<file path="src/rtl/mips_pkg.sv">
// rtl/mips_pkg.sv - shared cause codes, Status bit indices and sequencer state type
//
// Used by exc_ctrl and its interface. The cause codes match the encoding
// that CP0 expects in its Cause.ExcCode field.
package mips_pkg;

    localparam logic [4:0] CAUSE_SYSCALL = 5'b01000;
    localparam logic [4:0] CAUSE_BREAK   = 5'b01001;
    localparam logic [4:0] CAUSE_TEQ     = 5'b01101;
    localparam logic [4:0] CAUSE_INT     = 5'b00000;

    // Status register bit positions
    localparam int ST_IE      = 0;
    localparam int ST_SYSCALL = 1;
    localparam int ST_BREAK   = 2;
    localparam int ST_TEQ     = 3;
    localparam int ST_IM0     = 8;   // interrupt mask for ext_irq[0]; lines 1..5 follow

    typedef enum logic [2:0] {
        S_IDLE     = 3'd0,
        S_ENTER    = 3'd1,
        S_RETURN   = 3'd2,
        S_REDIRECT = 3'd3,
        S_FLUSH    = 3'd4
    } exc_state_t;

endpackage

</file>
<file path="src/rtl/exc_ctrl_if.sv">
// rtl/exc_ctrl_if.sv - decode/CP0/PC-side signal bundle of the exception sequencer
//
// master : the sequencer (exc_ctrl) - takes requests, drives CP0 strobes and PC control
// slave  : the surrounding decode/CP0/PC logic
// Optional: EXC_EXT_IRQ_EN adds the 6-bit ext_irq input.
interface exc_ctrl_if;
    logic        syscall_req;
    logic        break_req;
    logic        teq_req;
    logic        teq_eq;
    logic        eret_req;
    logic [31:0] inst_pc;
    logic [31:0] status;
    logic [31:0] exc_addr;
`ifdef EXC_EXT_IRQ_EN
    logic [5:0]  ext_irq;
`endif
    logic        exception;
    logic        eret;
    logic [4:0]  cause;
    logic [31:0] epc;
    logic        stall;
    logic        pc_load;
    logic [31:0] pc_target;
    logic        flush;
    logic        busy;

    modport master (
`ifdef EXC_EXT_IRQ_EN
        input  ext_irq,
`endif
        input  syscall_req, break_req, teq_req, teq_eq, eret_req,
        input  inst_pc, status, exc_addr,
        output exception, eret, cause, epc, stall, pc_load, pc_target, flush, busy
    );

    modport slave (
`ifdef EXC_EXT_IRQ_EN
        output ext_irq,
`endif
        output syscall_req, break_req, teq_req, teq_eq, eret_req,
        output inst_pc, status, exc_addr,
        input  exception, eret, cause, epc, stall, pc_load, pc_target, flush, busy
    );
endinterface

</file>
<file path="src/rtl/irq_sync.sv">
// rtl/irq_sync.sv - 6-bit two-flop synchronizer with rising-edge detect
//
// Present only when EXC_EXT_IRQ_EN is defined.
// Ports: i_clk, i_rst_n (async, active-low), i_irq[5:0] async lines,
//        o_rise[5:0] one-cycle pulse per synchronized rising edge.
`ifdef EXC_EXT_IRQ_EN
module irq_sync (
    input  logic       i_clk,
    input  logic       i_rst_n,
    input  logic [5:0] i_irq,
    output logic [5:0] o_rise
);
    logic [5:0] r_meta;
    logic [5:0] r_sync;
    logic [5:0] r_prev;

    always_ff @(posedge i_clk or negedge i_rst_n) begin
        if (!i_rst_n) begin
            r_meta <= '0;
            r_sync <= '0;
            r_prev <= '0;
        end else begin
            r_meta <= i_irq;
            r_sync <= r_meta;
            r_prev <= r_sync;
        end
    end

    assign o_rise = r_sync & ~r_prev;
endmodule
`endif

</file>
<file path="src/rtl/exc_ctrl.sv">
// rtl/exc_ctrl.sv - exception/ERET sequencer driving the CP0 exception interface
//
// Ports: i_clk, i_rst_n (async, active-low), bus (exc_ctrl_if.master: trap/ERET
//        requests in, CP0 strobes + PC stall/redirect/flush out),
//        o_vector_ok (high in ENTER when exc_addr equals VECTOR).
// Optional: EXC_EXT_IRQ_EN enables external interrupt entry via irq_sync.
module exc_ctrl
    import mips_pkg::*;
#(
    parameter int unsigned FLUSH_CYCLES = 2,
    parameter logic [31:0] VECTOR       = 32'h0000_0004
) (
    input  logic        i_clk,
    input  logic        i_rst_n,
    exc_ctrl_if.master  bus,
    output logic        o_vector_ok
);
    exc_state_t  r_state;
    exc_state_t  w_next;
    logic [3:0]  r_cnt;
    logic [4:0]  r_cause;
    logic [31:0] r_epc;
    logic        r_exception;
    logic        r_eret;

    logic        w_ie;
    logic        w_sys;
    logic        w_brk;
    logic        w_teq;
    logic        w_trap;
    logic        w_irq;
    logic [4:0]  w_cause_sel;
    logic        w_stall;
    logic        w_pc_load;
    logic        w_flush;
    logic        w_unused_status;

    assign w_ie   = bus.status[ST_IE];
    assign w_sys  = bus.syscall_req & w_ie & bus.status[ST_SYSCALL];
    assign w_brk  = bus.break_req   & w_ie & bus.status[ST_BREAK];
    assign w_teq  = bus.teq_req & bus.teq_eq & w_ie & bus.status[ST_TEQ];
    assign w_trap = w_sys | w_brk | w_teq;

`ifdef EXC_EXT_IRQ_EN
    logic [5:0] w_irq_rise;
    logic [5:0] w_irq_act;
    logic [5:0] w_irq_clr;
    logic [2:0] w_irq_idx;
    logic       w_irq_start;
    logic [5:0] r_pending;
    logic [2:0] r_irq_idx;
    logic       r_irq_taken;

    irq_sync u_irq_sync (
        .i_clk   (i_clk),
        .i_rst_n (i_rst_n),
        .i_irq   (bus.ext_irq),
        .o_rise  (w_irq_rise)
    );

    // A fresh edge counts in the same cycle it is detected, saving one cycle of latency.
    assign w_irq_act = (r_pending | w_irq_rise) & bus.status[ST_IM0 +: 6] & {6{w_ie}};
    assign w_irq     = |w_irq_act;

    always_comb begin
        w_irq_idx = '0;
        for (int i = 5; i >= 0; i--) begin
            if (w_irq_act[i]) w_irq_idx = 3'(i);
        end
    end

    // Interrupts have the lowest priority: only taken when nothing else enters.
    assign w_irq_start = (r_state == S_IDLE) && !w_trap && !bus.eret_req && w_irq;
    assign w_irq_clr   = (r_state == S_ENTER && r_irq_taken) ? (6'(1) << r_irq_idx) : 6'(0);

    always_ff @(posedge i_clk or negedge i_rst_n) begin
        if (!i_rst_n) begin
            r_pending   <= '0;
            r_irq_idx   <= '0;
            r_irq_taken <= 1'b0;
        end else begin
            // New edges win over a clear of the same bit so no edge is lost.
            r_pending   <= (r_pending & ~w_irq_clr) | w_irq_rise;
            r_irq_taken <= w_irq_start;
            if (w_irq_start) r_irq_idx <= w_irq_idx;
        end
    end

    assign w_unused_status = ^{bus.status[31:14], bus.status[7:4]};
`else
    assign w_irq           = 1'b0;
    assign w_unused_status = ^bus.status[31:4];
`endif

    always_comb begin
        w_cause_sel = CAUSE_INT;
        if (w_sys)      w_cause_sel = CAUSE_SYSCALL;
        else if (w_brk) w_cause_sel = CAUSE_BREAK;
        else if (w_teq) w_cause_sel = CAUSE_TEQ;
    end

    // FSM: state register
    always_ff @(posedge i_clk or negedge i_rst_n) begin
        if (!i_rst_n) r_state <= S_IDLE;
        else          r_state <= w_next;
    end

    // FSM: next state
    always_comb begin
        w_next = r_state;
        case (r_state)
            S_IDLE: begin
                if (w_trap)            w_next = S_ENTER;
                else if (bus.eret_req) w_next = S_RETURN;
                else if (w_irq)        w_next = S_ENTER;
            end
            S_ENTER, S_RETURN: w_next = S_REDIRECT;
            S_REDIRECT:        w_next = S_FLUSH;
            S_FLUSH:           if (r_cnt == 4'd0) w_next = S_IDLE;
            default:           w_next = S_IDLE;
        endcase
    end

    // FSM: outputs
    always_comb begin
        w_stall   = 1'b0;
        w_pc_load = 1'b0;
        w_flush   = 1'b0;
        case (r_state)
            S_ENTER, S_RETURN: begin
                w_stall   = 1'b1;
                w_pc_load = 1'b1;
            end
            S_REDIRECT, S_FLUSH: w_flush = 1'b1;
            default: ;
        endcase
    end

    // CP0 strobes are flopped from the next state so they are clean through the
    // CP0 negedge commit; cause/epc only change on entry, never on ERET.
    always_ff @(posedge i_clk or negedge i_rst_n) begin
        if (!i_rst_n) begin
            r_exception <= 1'b0;
            r_eret      <= 1'b0;
            r_cause     <= '0;
            r_epc       <= '0;
            r_cnt       <= '0;
        end else begin
            r_exception <= (w_next == S_ENTER) || (w_next == S_RETURN);
            r_eret      <= (w_next == S_RETURN);
            if (r_state == S_IDLE && w_next == S_ENTER) begin
                r_cause <= w_cause_sel;
                r_epc   <= bus.inst_pc;
            end
            if (r_state == S_REDIRECT)                r_cnt <= 4'(FLUSH_CYCLES - 1);
            else if (r_state == S_FLUSH && r_cnt != 0) r_cnt <= r_cnt - 4'd1;
        end
    end

    assign bus.exception = r_exception;
    assign bus.eret      = r_eret;
    assign bus.cause     = r_cause;
    assign bus.epc       = r_epc;
    assign bus.stall     = w_stall;
    assign bus.pc_load   = w_pc_load;
    assign bus.pc_target = w_pc_load ? bus.exc_addr : 32'd0;
    assign bus.flush     = w_flush;
    assign bus.busy      = (r_state != S_IDLE);
    assign o_vector_ok   = (r_state == S_ENTER) && (bus.exc_addr == VECTOR);

endmodule
</file>
<file path="src/flat_wrapper.sv">
// flat-port wrapper written by rule: the top's interface ports become plain ports
module exc_ctrl_flat import mips_pkg::*;
#(
    parameter int unsigned FLUSH_CYCLES = 2,
    parameter logic [31:0] VECTOR       = 32'h0000_0004
)
  (i_clk, i_rst_n, o_vector_ok, bus_syscall_req, bus_break_req, bus_teq_req, bus_teq_eq, bus_eret_req, bus_inst_pc, bus_status, bus_exc_addr, bus_exception, bus_eret, bus_cause, bus_epc, bus_stall, bus_pc_load, bus_pc_target, bus_flush, bus_busy);
  exc_ctrl_if bus_i ();
  input  logic i_clk;
  input  logic i_rst_n;
  output logic o_vector_ok;
  input wire logic [$bits(bus_i.syscall_req)-1:0] bus_syscall_req;
  input wire logic [$bits(bus_i.break_req)-1:0] bus_break_req;
  input wire logic [$bits(bus_i.teq_req)-1:0] bus_teq_req;
  input wire logic [$bits(bus_i.teq_eq)-1:0] bus_teq_eq;
  input wire logic [$bits(bus_i.eret_req)-1:0] bus_eret_req;
  input wire logic [$bits(bus_i.inst_pc)-1:0] bus_inst_pc;
  input wire logic [$bits(bus_i.status)-1:0] bus_status;
  input wire logic [$bits(bus_i.exc_addr)-1:0] bus_exc_addr;
  output wire logic [$bits(bus_i.exception)-1:0] bus_exception;
  output wire logic [$bits(bus_i.eret)-1:0] bus_eret;
  output wire logic [$bits(bus_i.cause)-1:0] bus_cause;
  output wire logic [$bits(bus_i.epc)-1:0] bus_epc;
  output wire logic [$bits(bus_i.stall)-1:0] bus_stall;
  output wire logic [$bits(bus_i.pc_load)-1:0] bus_pc_load;
  output wire logic [$bits(bus_i.pc_target)-1:0] bus_pc_target;
  output wire logic [$bits(bus_i.flush)-1:0] bus_flush;
  output wire logic [$bits(bus_i.busy)-1:0] bus_busy;
  assign bus_i.syscall_req = bus_syscall_req;
  assign bus_i.break_req = bus_break_req;
  assign bus_i.teq_req = bus_teq_req;
  assign bus_i.teq_eq = bus_teq_eq;
  assign bus_i.eret_req = bus_eret_req;
  assign bus_i.inst_pc = bus_inst_pc;
  assign bus_i.status = bus_status;
  assign bus_i.exc_addr = bus_exc_addr;
  assign bus_exception = bus_i.exception;
  assign bus_eret = bus_i.eret;
  assign bus_cause = bus_i.cause;
  assign bus_epc = bus_i.epc;
  assign bus_stall = bus_i.stall;
  assign bus_pc_load = bus_i.pc_load;
  assign bus_pc_target = bus_i.pc_target;
  assign bus_flush = bus_i.flush;
  assign bus_busy = bus_i.busy;
  exc_ctrl #(.FLUSH_CYCLES(FLUSH_CYCLES), .VECTOR(VECTOR)) u_core (.i_clk(i_clk), .i_rst_n(i_rst_n), .bus(bus_i), .o_vector_ok(o_vector_ok));
endmodule
</file>
<file path="config.mk">
export PLATFORM = sky130hd
export DESIGN_NAME = exc_ctrl_flat
export DESIGN_NICKNAME = d
export VERILOG_FILES = /design/src/rtl/mips_pkg.sv /design/src/rtl/exc_ctrl_if.sv /design/src/rtl/irq_sync.sv /design/src/rtl/exc_ctrl.sv /design/src/flat_wrapper.sv
export SDC_FILE = /design/constraint.sdc
export NUM_CORES = 1
export LEC_CHECK = 0
export CAP_MARGIN = 0
export CELL_PAD_IN_SITES_DETAIL_PLACEMENT = 0
export CELL_PAD_IN_SITES_GLOBAL_PLACEMENT = 1
export CORE_ASPECT_RATIO = 0.5
export CORE_MARGIN = 2
export CORE_UTILIZATION = 24
export DETAILED_ROUTE_END_ITERATION = 12
export PLACE_DENSITY_LB_ADDON = 0.1
export SLEW_MARGIN = 20
export SYNTH_ARGS = -nofsm -noshare
export SYNTH_HDL_FRONTEND = slang
export SYNTH_SLANG_ARGS = --single-unit
</file>
<file path="constraint.sdc">
create_clock -name i_clk -period 2.3 [get_ports i_clk]
set_input_delay 0.46 -clock i_clk [delete_from_list [all_inputs] [get_ports i_clk]]
set_output_delay 0.46 -clock i_clk [all_outputs]
set_load 0.05 [all_outputs]
</file>
==> run metrics <==
routed len/inst around 14 um; area of the die 10400 um^2; Setup crit end o_vector_ok; routed length on met3 between 700 and 800 um; reg-to-reg endpoint u_core.bus.epc[31]; fraction of layout cells with a size suffix above 1 0.293; Post-synth top flop dfrtp_1; Clk Latency, worst-skew pair 0.28 ns; Non-Filler Instances 456; Placed Cells 448; number of synthesized flops with an enable pin 0; post-placement setup slack -0.0527 ns; Slew Viols, Final 0; CP peak stage delay about 0.43 ns; Slew headroom 0.551; metal2 WL between 2 and 3 mm; row count 25; min cycle time layout 2.21 ns; post-DP HPWL 5.17 mm; reg-to-reg slack, setup approximately 0.5 ns; area leader, netlist dfrtp_1; worst slew pin tran 0.672 ns; Final Instance Area 4440 um^2; asr flop ratio synth 1.00; critical path class primary input to output port; die span in x 142 um; vias in the first global route 2052; Yosys warnings 0; arrival time at the worst endpoint 1.75 ns; Distinct cells, synth 35; pin count of the biggest net entering global routing 34; critical path data required time 1.84 ns; most common cell in the netlist dfrtp_1; Avg Vias per Cell between 4 and 5; Area Growth Syn to Fin 94.1%; CTS clk-pin slew, worst paths 0.06 ns; dominant cells by area after synthesis dfrtp_1 48%, mux2_4 19%, and2_1 8.8%, buf_12 2.6%, nor4_1 1.6%; status finished clean; crit path capture type output port; total clock sinks 44; DP Area 4230 um^2; Num CTS Buffers 5; gpl congestion 0.769; first-pass GRT wire length between 9 and 10 mm; post-synthesis average cell area 12.6 um^2; Max Fclk approximately 450 MHz; M1 WL 2.62 mm; r2r worst-path depth 5; Residual DRC 0; Syn Inst Count 181; antenna viol nets, final 0; grt total ovfl 0; initial antenna violation count 0; final core occ 0.474; most frequent cells after synthesis 44 x dfrtp_1, 32 x and2_1, 29 x mux2_4; CTS root buffer clkbuf_16; min-delay worst type primary input to asynchronous set/reset pin; DRT Pass-1 Iters 4; TritonCTS clock tree built; peak supply drop between 1000 and 1500 uV; highest routing layer actually used met4; CP Cell Sequence clkdlybuf4s50_1 -> nor4b_2 -> nand3_1 -> nor3_2 -> buf_12; post-cts hold buffer count 0; #FFs+latches synth 44; leakage power 1.89 nW; reg-to-reg critical path startpoint u_core.r_state[0]; Final Hold Viols 0; Setup crit start bus_exc_addr[5]; Seq pwr share 0.163; Core ar. 9350 um^2; Worst Skew 0.00579 ns; Logic pwr share 0.736; final setup fails 0; total internal power roughly 4.3 mW; H-tree depth 2; register area share after synthesis 0.482; overall routing resource usage 0.121; ant diodes 0; Die Span Y 73.0 um; sw frac 0.474; CP max FO 2; Iteration-0 DRC Markers 80; Final Cycle Share 0.960; detailed-route via count 1914; Psw just under 4 mW; worst setup margin 0.0909 ns; I/O pins 179; Post-Route Setup TNS 0 ns; nets 439; Clk network pwr share 0.101; Hold Slack 0.0888 ns; type of origin of the critical path primary input; Initial Utilization 0.244; Yosys top cell area share 0.482; I/O Buffers 148; max cap viols 0; RSZ-0062 raised after global routing false; P per Cell Area 1860 nW/um^2; final wirelength around 6.3 mm; slowest CP cell clkdlybuf4s50_1; Synth Cell Area 2290 um^2; CTS Buffer Depth 2; Final Power 8.25 mW
[cell type report]
class | count | area [um^2]
Clock inverter | 2 | 38.8
Sequential cell | 44 | 1100
Clock buffer | 6 | 139
Fill cell | 839 | 4920
Inverter | 3 | 11.3
Tap cell | 121 | 151
Timing Repair Buffer | 158 | 1920
Multi-Input combinational cell | 122 | 1080
[cell usage in the layout, fill, tap and decap left out, drive strengths merged, types with 3 or more instances in the layout]
master | netlist | final
nor3 | 4 | 4
nor2 | 3 | 3
and2 | 32 | 32
clkbuf | 4 | 6
and3 | 4 | 4
mux2 | 32 | 32
a21oi | 6 | 6
inv | 3 | 3
dfrtp | 44 | 44
nand2 | 7 | 7
clkdlybuf4s50 | 0 | 110
buf | 9 | 47
nor4 | 6 | 6
nor4b | 3 | 3
nand3 | 4 | 4
[sequential cells by signal, summed over array words and instances (netlist names)]
signal / count
u_core.bus.epc: 32
u_core.bus.cause: 3
u_core.r_cnt: 4
u_core.bus.eret: 1
u_core.r_state: 3
u_core.bus.exception: 1
[cell families (layout without fill, tap and decap cells)]
| logic type | after synthesis | after routing | share of synthesized area |
|---|---|---|---|
| XOR/XNOR | 1 | 1 | 0.00383 |
| multiplexers | 34 | 34 | 0.214 |
| buffers and inverters | 16 | 169 | 0.0624 |
| adder cells (fa/ha/maj) | 2 | 2 | 0.0109 |
| AND/OR/NAND/NOR | 68 | 68 | 0.183 |
| AO/OA/AOI/OAI | 15 | 15 | 0.0427 |
| other | 1 | 2 | 0.00164 |
| flip-flops | 44 | 44 | 0.482 |
[worst min path at each step]
stage	from	to	cells after the start
3_3_place_gp	i_rst_n	u_core.bus.epc[13]	1
6_report	i_rst_n	u_core.bus.epc[11]	1
3_5_place_dp	i_rst_n	u_core.bus.epc[11]	1
5_1_grt	i_rst_n	u_core.bus.epc[11]	1
2_1_floorplan	i_rst_n	u_core.bus.cause[0]	0
4_1_cts	i_rst_n	u_core.bus.epc[11]	1
[layer usage]
| metal | GRT usage | up-vias |
|---|---|---|
| li1 | - | 928 |
| met1 | 0.145 | 898 |
| met3 | 0.0584 | 2 |
| met5 | 0 | - |
| met2 | 0.201 | 86 |
| met4 | 0.0233 | 0 |
[critical path, delay by kind of cell]
family | cells | cell delay [ns]
buf+inv | 2 | 0.60
simple gates | 3 | 0.68
[timing repair]
item,4_1_cts,5_1_grt
pin swaps,0,1
setup buffers,0,0
endpoints found under the setup margin,1,33
gates resized for setup,1,5
[power by group through the flow]
stage | Clock [mW] | Sequential, mW | Combinational, mW
4_1_cts | 0.856 | 1.35 | 6.13
3_3_place_gp | 0 | 1.34 | 6.09
5_1_grt | 0.883 | 1.40 | 6.33
2_1_floorplan | 0 | 2.47 | 2.43
6_report | 0.831 | 1.34 | 6.07
3_5_place_dp | 0 | 1.36 | 6.11
Power figures use the tool's default switching activity.
